**src/rtl/uart_alici_fifo_if.sv**
```systemverilog
// -----------------------------------------------------------------------------
// uart_alici_fifo_if
//   Pop-side handshake between the UART receive FIFO and its consumer.
//   The receiver drives the head word, its error flags and the valid strobe;
//   the consumer drives ready. A word leaves the FIFO on any rising edge
//   where valid and ready are both high.
//
//   Signals
//     veri_o          head-of-FIFO data word
//     parite_hata_o   head word was received with a parity error
//     cerceve_hata_o  head word was received with a stop-bit (frame) error
//     veri_gecerli_o  FIFO holds at least one word
//     veri_hazir_i    consumer accepts the head word
//
//   Modports
//     master  receiver side (drives data/flags/valid, reads ready)
//     slave   consumer side (reads data/flags/valid, drives ready)
// -----------------------------------------------------------------------------
interface uart_alici_fifo_if #(
  parameter int VERI_BIT = 8
);

  logic [VERI_BIT-1:0] veri_o;
  logic                parite_hata_o;
  logic                cerceve_hata_o;
  logic                veri_gecerli_o;
  logic                veri_hazir_i;

  modport master (
    output veri_o,
    output parite_hata_o,
    output cerceve_hata_o,
    output veri_gecerli_o,
    input  veri_hazir_i
  );

  modport slave (
    input  veri_o,
    input  parite_hata_o,
    input  cerceve_hata_o,
    input  veri_gecerli_o,
    output veri_hazir_i
  );

endinterface : uart_alici_fifo_if

```
**src/rtl/uart_alici_fifo.sv**
```systemverilog
// -----------------------------------------------------------------------------
// uart_alici_fifo
//   UART receiver with a receive FIFO for the peripheral subsystem.
//   Configurable data width, optional even/odd parity and one or two stop
//   bits. The serial line is brought in through a two-flop synchroniser,
//   a start edge is confirmed at mid-bit (short glitches are rejected) and
//   every following bit is sampled at its centre. Received words, including
//   errored ones, are pushed into a first-word-fall-through FIFO together with
//   their parity and frame error flags.
//
//   Parameters
//     VERI_BIT    data bits per frame (5..9)
//     FIFO_DERIN  FIFO depth in words (power of two, >= 2)
//     SAYAC_W     width of the baud divider and bit-timing counter
//
//   Ports
//     clk_i           clock, rising edge
//     rst_i           synchronous active-high reset
//     rx_i            asynchronous serial input, idle high
//     baud_div_i      clock cycles per bit; values below 4 behave as 4
//     parite_mod_i    00/11 no parity, 01 even, 10 odd
//     durak_iki_i     1: two stop bits checked, 0: one
//     pop_if          FIFO head word, flags, valid/ready pop handshake
//     tasma_o         sticky overrun flag (word arrived while FIFO full)
//     hata_temizle_i  clears tasma_o
//     doluluk_o       number of words currently held in the FIFO
// -----------------------------------------------------------------------------
module uart_alici_fifo #(
  parameter int VERI_BIT   = 8,
  parameter int FIFO_DERIN = 8,
  parameter int SAYAC_W    = 16
) (
  input  logic                              clk_i,
  input  logic                              rst_i,
  input  logic                              rx_i,
  input  logic [SAYAC_W-1:0]                baud_div_i,
  input  logic [1:0]                        parite_mod_i,
  input  logic                              durak_iki_i,
  uart_alici_fifo_if.master                 pop_if,
  output logic                              tasma_o,
  input  logic                              hata_temizle_i,
  output logic [$clog2(FIFO_DERIN+1)-1:0]   doluluk_o
);

  localparam int PTR_W = $clog2(FIFO_DERIN);
  localparam int CNT_W = $clog2(FIFO_DERIN + 1);

  // Index of the last data bit, sized to the bit counter.
  localparam logic [3:0] SON_BIT = 4'(VERI_BIT - 1);

  typedef enum logic [2:0] {
    HAT_BEKLE,   // wait for the line to be seen high before arming
    BOSTA,       // idle, looking for a falling edge
    BASLA,       // start bit, confirmed at mid-bit
    VERI,        // data bits, LSB first
    PARITE,      // parity bit
    DURAK        // one or two stop bits
  } durum_t;

  typedef struct packed {
    logic [VERI_BIT-1:0] veri;
    logic                pe;
    logic                fe;
  } kelime_t;

  // ---------------------------------------------------------------------------
  // Receiver state
  // ---------------------------------------------------------------------------
  logic                rx_m;
  logic                rx_s;
  durum_t              durum;
  logic [SAYAC_W-1:0]  sayac;
  logic [3:0]          bit_say;
  logic [SAYAC_W-1:0]  div_l;
  logic [1:0]          par_mod_l;
  logic                iki_l;
  logic [VERI_BIT-1:0] veri_sr;
  logic                par_hata_r;
  logic                cer_hata_r;

  // Word handed to the FIFO one cycle after the final stop-bit sample.
  logic                push_r;
  kelime_t             push_kelime;

  logic [SAYAC_W-1:0]  div_eff;
  logic                yari_zamani;
  logic                bit_zamani;
  logic                par_acik;

  // Dividers below 4 leave too little room for a mid-bit sample point.
  assign div_eff     = (baud_div_i < SAYAC_W'(4)) ? SAYAC_W'(4) : baud_div_i;
  assign yari_zamani = (sayac == (div_l >> 1) - SAYAC_W'(1));
  assign bit_zamani  = (sayac == div_l - SAYAC_W'(1));
  assign par_acik    = (par_mod_l == 2'b01) || (par_mod_l == 2'b10);

  always_ff @(posedge clk_i) begin
    // NOTE: every register in a clocked block is assigned with <= so all of
    // them update together from the values present before the edge.
    if (rst_i) begin
      rx_m        <= 1'b1;
      rx_s        <= 1'b1;
      durum       <= HAT_BEKLE;
      sayac       <= '0;
      bit_say     <= '0;
      div_l       <= SAYAC_W'(4);
      par_mod_l   <= 2'b00;
      iki_l       <= 1'b0;
      veri_sr     <= '0;
      par_hata_r  <= 1'b0;
      cer_hata_r  <= 1'b0;
      push_r      <= 1'b0;
      push_kelime <= '0;
    end else begin
      rx_m   <= rx_i;
      rx_s   <= rx_m;
      push_r <= 1'b0;

      case (durum)
        HAT_BEKLE: begin
          if (rx_s) durum <= BOSTA;
        end

        BOSTA: begin
          if (!rx_s) begin
            // Configuration is frozen for the whole frame from here on.
            durum     <= BASLA;
            sayac     <= '0;
            div_l     <= div_eff;
            par_mod_l <= parite_mod_i;
            iki_l     <= durak_iki_i;
          end
        end

        BASLA: begin
          if (yari_zamani) begin
            sayac      <= '0;
            bit_say    <= '0;
            cer_hata_r <= 1'b0;
            // A line already back high at mid-start was only a glitch.
            durum      <= rx_s ? BOSTA : VERI;
          end else begin
            sayac <= sayac + SAYAC_W'(1);
          end
        end

        VERI: begin
          if (bit_zamani) begin
            sayac   <= '0;
            veri_sr <= {rx_s, veri_sr[VERI_BIT-1:1]};
            if (bit_say == SON_BIT) begin
              bit_say    <= '0;
              par_hata_r <= 1'b0;
              durum      <= par_acik ? PARITE : DURAK;
            end else begin
              bit_say <= bit_say + 4'd1;
            end
          end else begin
            sayac <= sayac + SAYAC_W'(1);
          end
        end

        PARITE: begin
          if (bit_zamani) begin
            sayac      <= '0;
            // Even mode expects XOR of data and parity bit to be 0, odd mode 1.
            par_hata_r <= (^veri_sr) ^ rx_s ^ (par_mod_l == 2'b10);
            durum      <= DURAK;
          end else begin
            sayac <= sayac + SAYAC_W'(1);
          end
        end

        DURAK: begin
          if (bit_zamani) begin
            sayac <= '0;
            if (!iki_l || bit_say[0]) begin
              push_r           <= 1'b1;
              push_kelime.veri <= veri_sr;
              push_kelime.pe   <= par_hata_r;
              push_kelime.fe   <= cer_hata_r | ~rx_s;
              // A low final stop bit may be a break: rearm only after high.
              durum            <= rx_s ? BOSTA : HAT_BEKLE;
            end else begin
              cer_hata_r <= ~rx_s;
              bit_say    <= 4'd1;
            end
          end else begin
            sayac <= sayac + SAYAC_W'(1);
          end
        end

        default: durum <= HAT_BEKLE;
      endcase
    end
  end

  // ---------------------------------------------------------------------------
  // Receive FIFO (first-word-fall-through)
  // ---------------------------------------------------------------------------
  kelime_t            mem [FIFO_DERIN];
  logic [PTR_W-1:0]   wptr;
  logic [PTR_W-1:0]   rptr;
  logic [CNT_W-1:0]   say;

  logic               bos;
  logic               dolu;
  logic               pop;
  logic               push_ok;
  logic               tasma_yeni;

  assign bos        = (say == '0);
  assign dolu       = (say == CNT_W'(FIFO_DERIN));
  assign pop        = !bos && pop_if.veri_hazir_i;
  // A simultaneous pop frees the head slot, so a push into a full FIFO is
  // still accepted in that cycle.
  assign push_ok    = push_r && (!dolu || pop);
  assign tasma_yeni = push_r && dolu && !pop;

  // NOTE: the storage array has no reset; only pointers and count are reset,
  // and outputs are masked while the FIFO is empty.
  always_ff @(posedge clk_i) begin
    if (push_ok) mem[wptr] <= push_kelime;
  end

  always_ff @(posedge clk_i) begin
    if (rst_i) begin
      wptr    <= '0;
      rptr    <= '0;
      say     <= '0;
      tasma_o <= 1'b0;
    end else begin
      if (push_ok) wptr <= wptr + PTR_W'(1);
      if (pop)     rptr <= rptr + PTR_W'(1);

      case ({push_ok, pop})
        2'b10:   say <= say + CNT_W'(1);
        2'b01:   say <= say - CNT_W'(1);
        default: say <= say;
      endcase

      // A fresh overrun wins over a clear request in the same cycle.
      if (tasma_yeni)          tasma_o <= 1'b1;
      else if (hata_temizle_i) tasma_o <= 1'b0;
    end
  end

  assign doluluk_o             = say;
  assign pop_if.veri_gecerli_o = !bos;
  assign pop_if.veri_o         = bos ? '0 : mem[rptr].veri;
  assign pop_if.parite_hata_o  = bos ? 1'b0 : mem[rptr].pe;
  assign pop_if.cerceve_hata_o = bos ? 1'b0 : mem[rptr].fe;

endmodule : uart_alici_fifo

```
**src/flat_wrapper.sv**
```systemverilog
// flat-port wrapper written by rule: the top's interface ports become plain ports
module uart_alici_fifo_flat 
#(
  parameter int VERI_BIT   = 8,
  parameter int FIFO_DERIN = 8,
  parameter int SAYAC_W    = 16
)
  (clk_i, rst_i, rx_i, baud_div_i, parite_mod_i, durak_iki_i, tasma_o, hata_temizle_i, doluluk_o, pop_if_veri_o, pop_if_parite_hata_o, pop_if_cerceve_hata_o, pop_if_veri_gecerli_o, pop_if_veri_hazir_i);
  uart_alici_fifo_if #(.VERI_BIT(VERI_BIT)) pop_if_i ();
  input  logic clk_i;
  input  logic rst_i;
  input  logic rx_i;
  input  logic [SAYAC_W-1:0] baud_div_i;
  input  logic [1:0] parite_mod_i;
  input  logic durak_iki_i;
  output logic tasma_o;
  input  logic hata_temizle_i;
  output logic [$clog2(FIFO_DERIN+1)-1:0] doluluk_o;
  output wire logic [$bits(pop_if_i.veri_o)-1:0] pop_if_veri_o;
  output wire logic [$bits(pop_if_i.parite_hata_o)-1:0] pop_if_parite_hata_o;
  output wire logic [$bits(pop_if_i.cerceve_hata_o)-1:0] pop_if_cerceve_hata_o;
  output wire logic [$bits(pop_if_i.veri_gecerli_o)-1:0] pop_if_veri_gecerli_o;
  input wire logic [$bits(pop_if_i.veri_hazir_i)-1:0] pop_if_veri_hazir_i;
  assign pop_if_veri_o = pop_if_i.veri_o;
  assign pop_if_parite_hata_o = pop_if_i.parite_hata_o;
  assign pop_if_cerceve_hata_o = pop_if_i.cerceve_hata_o;
  assign pop_if_veri_gecerli_o = pop_if_i.veri_gecerli_o;
  assign pop_if_i.veri_hazir_i = pop_if_veri_hazir_i;
  uart_alici_fifo #(.VERI_BIT(VERI_BIT), .FIFO_DERIN(FIFO_DERIN), .SAYAC_W(SAYAC_W)) u_core (.clk_i(clk_i), .rst_i(rst_i), .rx_i(rx_i), .baud_div_i(baud_div_i), .parite_mod_i(parite_mod_i), .durak_iki_i(durak_iki_i), .pop_if(pop_if_i), .tasma_o(tasma_o), .hata_temizle_i(hata_temizle_i), .doluluk_o(doluluk_o));
endmodule
```
**config.mk**
```make
export PLATFORM = sky130hd
export DESIGN_NAME = uart_alici_fifo_flat
export DESIGN_NICKNAME = d
export VERILOG_FILES = /design/src/rtl/uart_alici_fifo_if.sv /design/src/rtl/uart_alici_fifo.sv /design/src/flat_wrapper.sv
export SDC_FILE = /design/constraint.sdc
export NUM_CORES = 1
export LEC_CHECK = 0
export CAP_MARGIN = 5
export CORE_MARGIN = 8
export CORE_UTILIZATION = 41
export DETAILED_ROUTE_END_ITERATION = 8
export PLACE_DENSITY = 0.6
export SYNTH_ARGS = -nofsm -noshare
export SYNTH_HDL_FRONTEND = slang
export SYNTH_SLANG_ARGS = --single-unit
```
**constraint.sdc**
```tcl
create_clock -name clk_i -period 3.3 [get_ports clk_i]
set_input_delay 0.495 -clock clk_i [delete_from_list [all_inputs] [get_ports clk_i]]
set_output_delay 0.495 -clock clk_i [all_outputs]
set_load 0.1 [all_outputs]
```
* Word level (Yosys, flattened, before mapping)
Memories as Yosys holds them, arrays and structs flattened. A register that Yosys moved wholly into a read port is not among the register bits.
Cells that the tools add are included.
** Cells by class
- $add $sub $neg :: 8
- Multiply operators :: 0
- Divide/modulo/power cells :: 0
- $lt $le $gt $ge :: 1
- Equal/unequal tests :: 22
- Shifts and indexed selects :: 0
- Muxes and demuxes :: 42
- Bitwise operators :: 6
- Reduce and logical (&&, ||, !) cells :: 30
** Operators with widths (count)
- $mux 16 :: 4
- $pmux 16 s3 :: 1
- $eq 16x16->1 :: 2
- $mux 3 :: 10
- $mux 4 :: 5
- $pmux 3 s6 :: 1
- $add 16x1->16 const B :: 1
- $lt 16x3->1 const B :: 1
- $sub 15x1->16 const B :: 1
- $sub 16x1->16 const B :: 1
- $mux 1 :: 15
- $ne 2x1->1 const B :: 7
- $pmux 4 s3 :: 1
- $add 4x1->4 const B :: 2
- $mux 8 :: 1
- $pmux 4 s2 :: 1
- $reduce_and 4->1 :: 2
- $reduce_and 8->1 :: 1
- $reduce_bool 2->1 :: 4
- $reduce_xor 8->1 :: 1
- $add 3x1->3 const B :: 2
- $eq 3x2->1 const B :: 2
- $eq 3x3->1 const B :: 2
- $reduce_and 2->1 :: 3
- 21 further kinds :: 38
** Word-level totals
- Register bits :: 76
- Latch bits :: 0
- Memory bits (writable) :: 80
- Memory bits (read-only) :: 0
- Input bits :: 24
- Output and inout port bits :: 16
- Word-level logic and storage cells :: 129
- Memories kept :: 1
** Memory list
- u_core.mem :: words 8, width 10, rd ports 1, clocked after memory_dff 1, wr ports 1, line uart_alici_fifo.sv:200 : kelime_t mem [FIFO_DERIN];

* Longest topological paths before layout
Gate-level depths: netlist of run 1.
- Depth in word-level cells :: 7
- Depth in mapped cells :: 15
- Gate-level depth less buffers :: 11

* Least setup slack after synthesis of run 1
No wires, ideal clock.
- Path kind :: reg2out
- Start point :: register u_core.say[3] (netlist: u_core.doluluk_o[3])
- End point :: output port pop_if_parite_hata_o
- Data arrival time :: 2.723 ns
- Data required time :: 2.805 ns
- Slack :: 0.082 ns
- Stages on the path, launching flop included :: 4
- Buffers on the path :: 1
- Cell sequence :: dfxtp_1 nor4_1 clkbuf_1 nor2_1
** On the way
- Cells in the longest elaborated chain, start to end :: 2
** RTL lines
- start: declaration :: line uart_alici_fifo.sv:203 : logic [CNT_W-1:0] say;
- start signal: assignment :: line uart_alici_fifo.sv:236 : 2'b10: say <= say + CNT_W'(1);
- start signal: assignment :: line uart_alici_fifo.sv:237 : 2'b01: say <= say - CNT_W'(1);
- start signal: assignment :: line uart_alici_fifo.sv:238 : default: say <= say;
- $logic_not 4->1 :: line uart_alici_fifo.sv:211 : assign bos = (say == '0);
- $mux 1 :: line uart_alici_fifo.sv:250 : assign pop_if.parite_hata_o = bos ? 1'b0 : mem[rptr].pe;
- end: declaration :: line flat_wrapper.sv:20 : output wire logic [$bits(pop_if_i.parite_hata_o)-1:0] pop_if_parite_hata_o;
Every way passes these cells.

* Worst setup path in the final report of run 1
- Start point :: register u_core.div_l[0]
- End point :: register u_core.push_kelime[0] (netlist name)
** On the way
- Cells in the longest elaborated chain, start to end :: 3
** RTL lines
- start: declaration :: line uart_alici_fifo.sv:74 : logic [SAYAC_W-1:0] div_l;
- start signal: assignment :: line uart_alici_fifo.sv:128 : div_l <= div_eff;
- $sub 16x1->16 :: line uart_alici_fifo.sv:93 : assign bit_zamani = (sayac == div_l - SAYAC_W'(1));
- $eq 16x16->1 :: line uart_alici_fifo.sv:93
- $reduce_and 3->1 (no line)
- end: declaration :: line uart_alici_fifo.sv:83 : kelime_t push_kelime;
Every way passes these cells.
A chain may end at the register's enable or synchronous reset.

==> results of run 1 <==
## final cells by class
class / count / area share (%)
repair buffers: 67 / 6.59
inverters: 18 / 0.743
flip-flops and latches: 159 / 43.8
clock inverters: 15 / 2.17
multi-input cells: 479 / 38.8
well taps: 234 / 3.22
clock buffers: 17 / 4.68
## where the power goes
part           total [mW]  leakage (nW)  internal [mW]  switching (mW)
clock network        2.05         0.308           1.11           0.939
logic               0.220          1.58          0.107           0.113
registers            2.10          1.38           2.06          0.0337
## path summary, 6_finish.rpt
| path | to | cells after the start | startpoint |
|---|---|---|---|
| worst max-delay path | u_core.push_kelime[0] | 10 | u_core.div_l[0] |
| worst min-delay path | u_core.rx_s | 1 | u_core.rx_m |
| worst max register to register | u_core.push_kelime[0] | 10 | u_core.div_l[0] |
| worst min register to register | u_core.rx_s | 1 | u_core.rx_m |
## synth_stat cells, types with 3 or more instances
cell type  instances
or4_1              3
nor4_1             8
o22ai_1            4
buf_6              5
buf_4              3
buf_1              3
ha_1              10
xnor2_1           39
and3_1            13
nand3b_1           6
nor2_1            65
clkbuf_1          23
inv_1             18
mux4_2            20
nor3b_1            3
nand2_1           59
dfxtp_1           79
and2_1             3
a31oi_1           18
o211ai_1           3
nor3_1            15
or2_2              3
a21oi_1           44
xor2_1            16
nor4_2             4
nand2b_1          17
o21ai_0            9
nand3_1           11
mux2i_1           35
edfxtp_1          80
nor2b_1           13
or3_1              4
buf_2              9
nand4_1            4
## per-layer routing
metal,global-route usage [%],vias up,wire (um)
met4,5.46,0,286
met2,25.8,119,8560
met1,20.1,2649,8170
li1,-,2618,-
met5,0,-,0
met3,3.22,26,801
## logic make-up (layout without fill, tap and decap cells)
| group | count (synthesis) | in the layout | synth area share (%) |
|---|---|---|---|
| compound gates | 108 | 108 | 8.84 |
| buf+inv | 62 | 117 | 3.78 |
| mux | 56 | 56 | 10.4 |
| flops | 159 | 159 | 51.2 |
| simple gates | 248 | 248 | 17.5 |
| xor+xnor | 56 | 56 | 6.40 |
| fa+ha+maj | 11 | 11 | 1.86 |
## state kept, by name, summed over array words and instances (netlist names), 2 cells and up, named ones only
name                count
u_core.par_mod_l        2
u_core.bit_say          4
u_core.sayac           16
u_core.doluluk_o        4
u_core.veri_sr          8
u_core.push_kelime     10
u_core.rptr             3
u_core.wptr             3
u_core.durum            3
u_core.mem             80
u_core.div_l           16
## timing repair
item	CTS	global route
setup endpoints to repair	0	2
buffers inserted	0	2
gates resized for setup	0	4
## through the flow
| step | area [sq um] | instances | setup slack, ps | hold slack [ps] | utilization (%) |
|---|---|---|---|---|---|
| floorplan | 7780 | 700 | 82.4 | 389 | - |
| global placement | 8440 | 955 | 267 | 391 | 45.3 |
| detailed placement | 8440 | 955 | 176 | 397 | 45.3 |
| CTS | 9060 | 987 | 154 | 415 | 48.6 |
| global route | 9090 | 989 | 21.4 | 428 | 48.8 |
| finish | 9090 | 989 | 205 | 411 | 48.8 |
## worst max-delay path, stage by stage (launching register included)
cell and delay [ps]:
dfxtp_1 380, inv_1 100, ha_1 220, nor3b_4 270, nor4b_4 310, mux2i_1 230
o21bai_1 130, a2111o_1 470, or3_4 490, nor3b_1 280, a211oi_2 70
==> metrics.yaml, run 1 <==
cts_made_buffers: 17
initial_antenna_violation_count: 0
worstPathArrival_ps: 3380
clock_sinks: 159
fill_cells: 1673
start_util_pct: 41.7
via_count: 5412
ctsHtreeMaxLevel: 4
synthTopCellsByArea: "edfxtp_1, dfxtp_1, mux4_2, mux2i_1, xnor2_1"
ys_async_sr_fraction_pct: 0
dr.first_iter.drc_count: 559
rrSetupSlack_ps: 210
grt_pass1_wl_um: 29400
die_x_um: 154
synth_largest_area_cell: "edfxtp_1"
yosysUniqueCellTypes: 76
cts_buffer_depth: 2
seqCellArea_sq_mm: 0.00398
totalPowerFinal_mw: 4.37
detail_route.vias_per_cell: 5.47
synth_warnings: 0
timing.final.crit_share_pct: 93.8
die_area_sq_mm: 0.0236
power_leakage_nw: 3.27
worst-setup-path-type: "flop to flop"
grt_use_total_pct: 15.6
report.final.slew_viol_count: 0
drtAntennaViolNets: 0
clock-skew-final_ps: 12.1
grt_start_max_net_pins: 39
drt_pre_antenna_iters: 4
hold_violations: 0
synth_largest_type_area_fraction_pct: 30.9
synth_sequential_area_ratio_pct: 51.2
ir_worst_vdd_v: 0.000354
gp_congestion: 0.901
portBuffers: 39
drcViolationCount: 0
cts_hold_buffers: 0
synth_top_flop_cell: "edfxtp_1"
max-slew-margin-rel_pct: 34.2
final_cell_mix: "edfxtp_1, dfxtp_1, nor2_1, nand2_1, a21oi_1"
avgRoutedWirePerCell_um: 18.0
die_h_um: 154
rows: 50
syn_area_sq_mm: 0.00778
synthCells: 700
grt_remaining_overflow: 0
cap_violations: 0
synth.ff_latch_count: 159
post-route-min-period_ps: 3090
insertion_delay_ps: 430
cp_max_fo: 11
grt_setup_unrepaired: "no"
worstSetupEndpointType: "flop"
max_slew.worst_pin.slew_ps: 984
num-nets-final: 777
clk_root_buffer_cell: "clkbuf_16"
syn_nets: 735
top_level_ports: 40
tritoncts_clock_tree: "done"
route.final.wire_length_um: 17800
run_status: "completed"
max_freq_mhz: 323
setup_total_negative_slack_ps: 0
path_clk_slew_ps: 70
setup.worst_path.start_class: "flop"
vias_in_the_first_global_route: 5393
layout.cells.most_common: "edfxtp_1"
timing.hold.worst.class: "flop to flop"
place.detailed.hpwl_um: 12500
timing.final.setup_violations: 0
synthToLayoutAreaGrowth_pct: 16.9
drive_above_1_share_pct: 16.3
core_area_sq_mm: 0.0186
n_antenna_cell: 0
synth_edf_count: 80
synth.avg_cell_area_sq_um: 11.1
multi_input_comb_area_sq_mm: 0.00353
power_density_mw_per_mm2: 480
critical_path_required_ps: 3590
Power figures use the tool's default switching activity.
==> inputs of run 2 (changes only) <==
Settings changed: CAP_MARGIN 5 to unset.
==> results of run 2 <==
No change in the layout: final DEF, timing and power equal those of run 1.
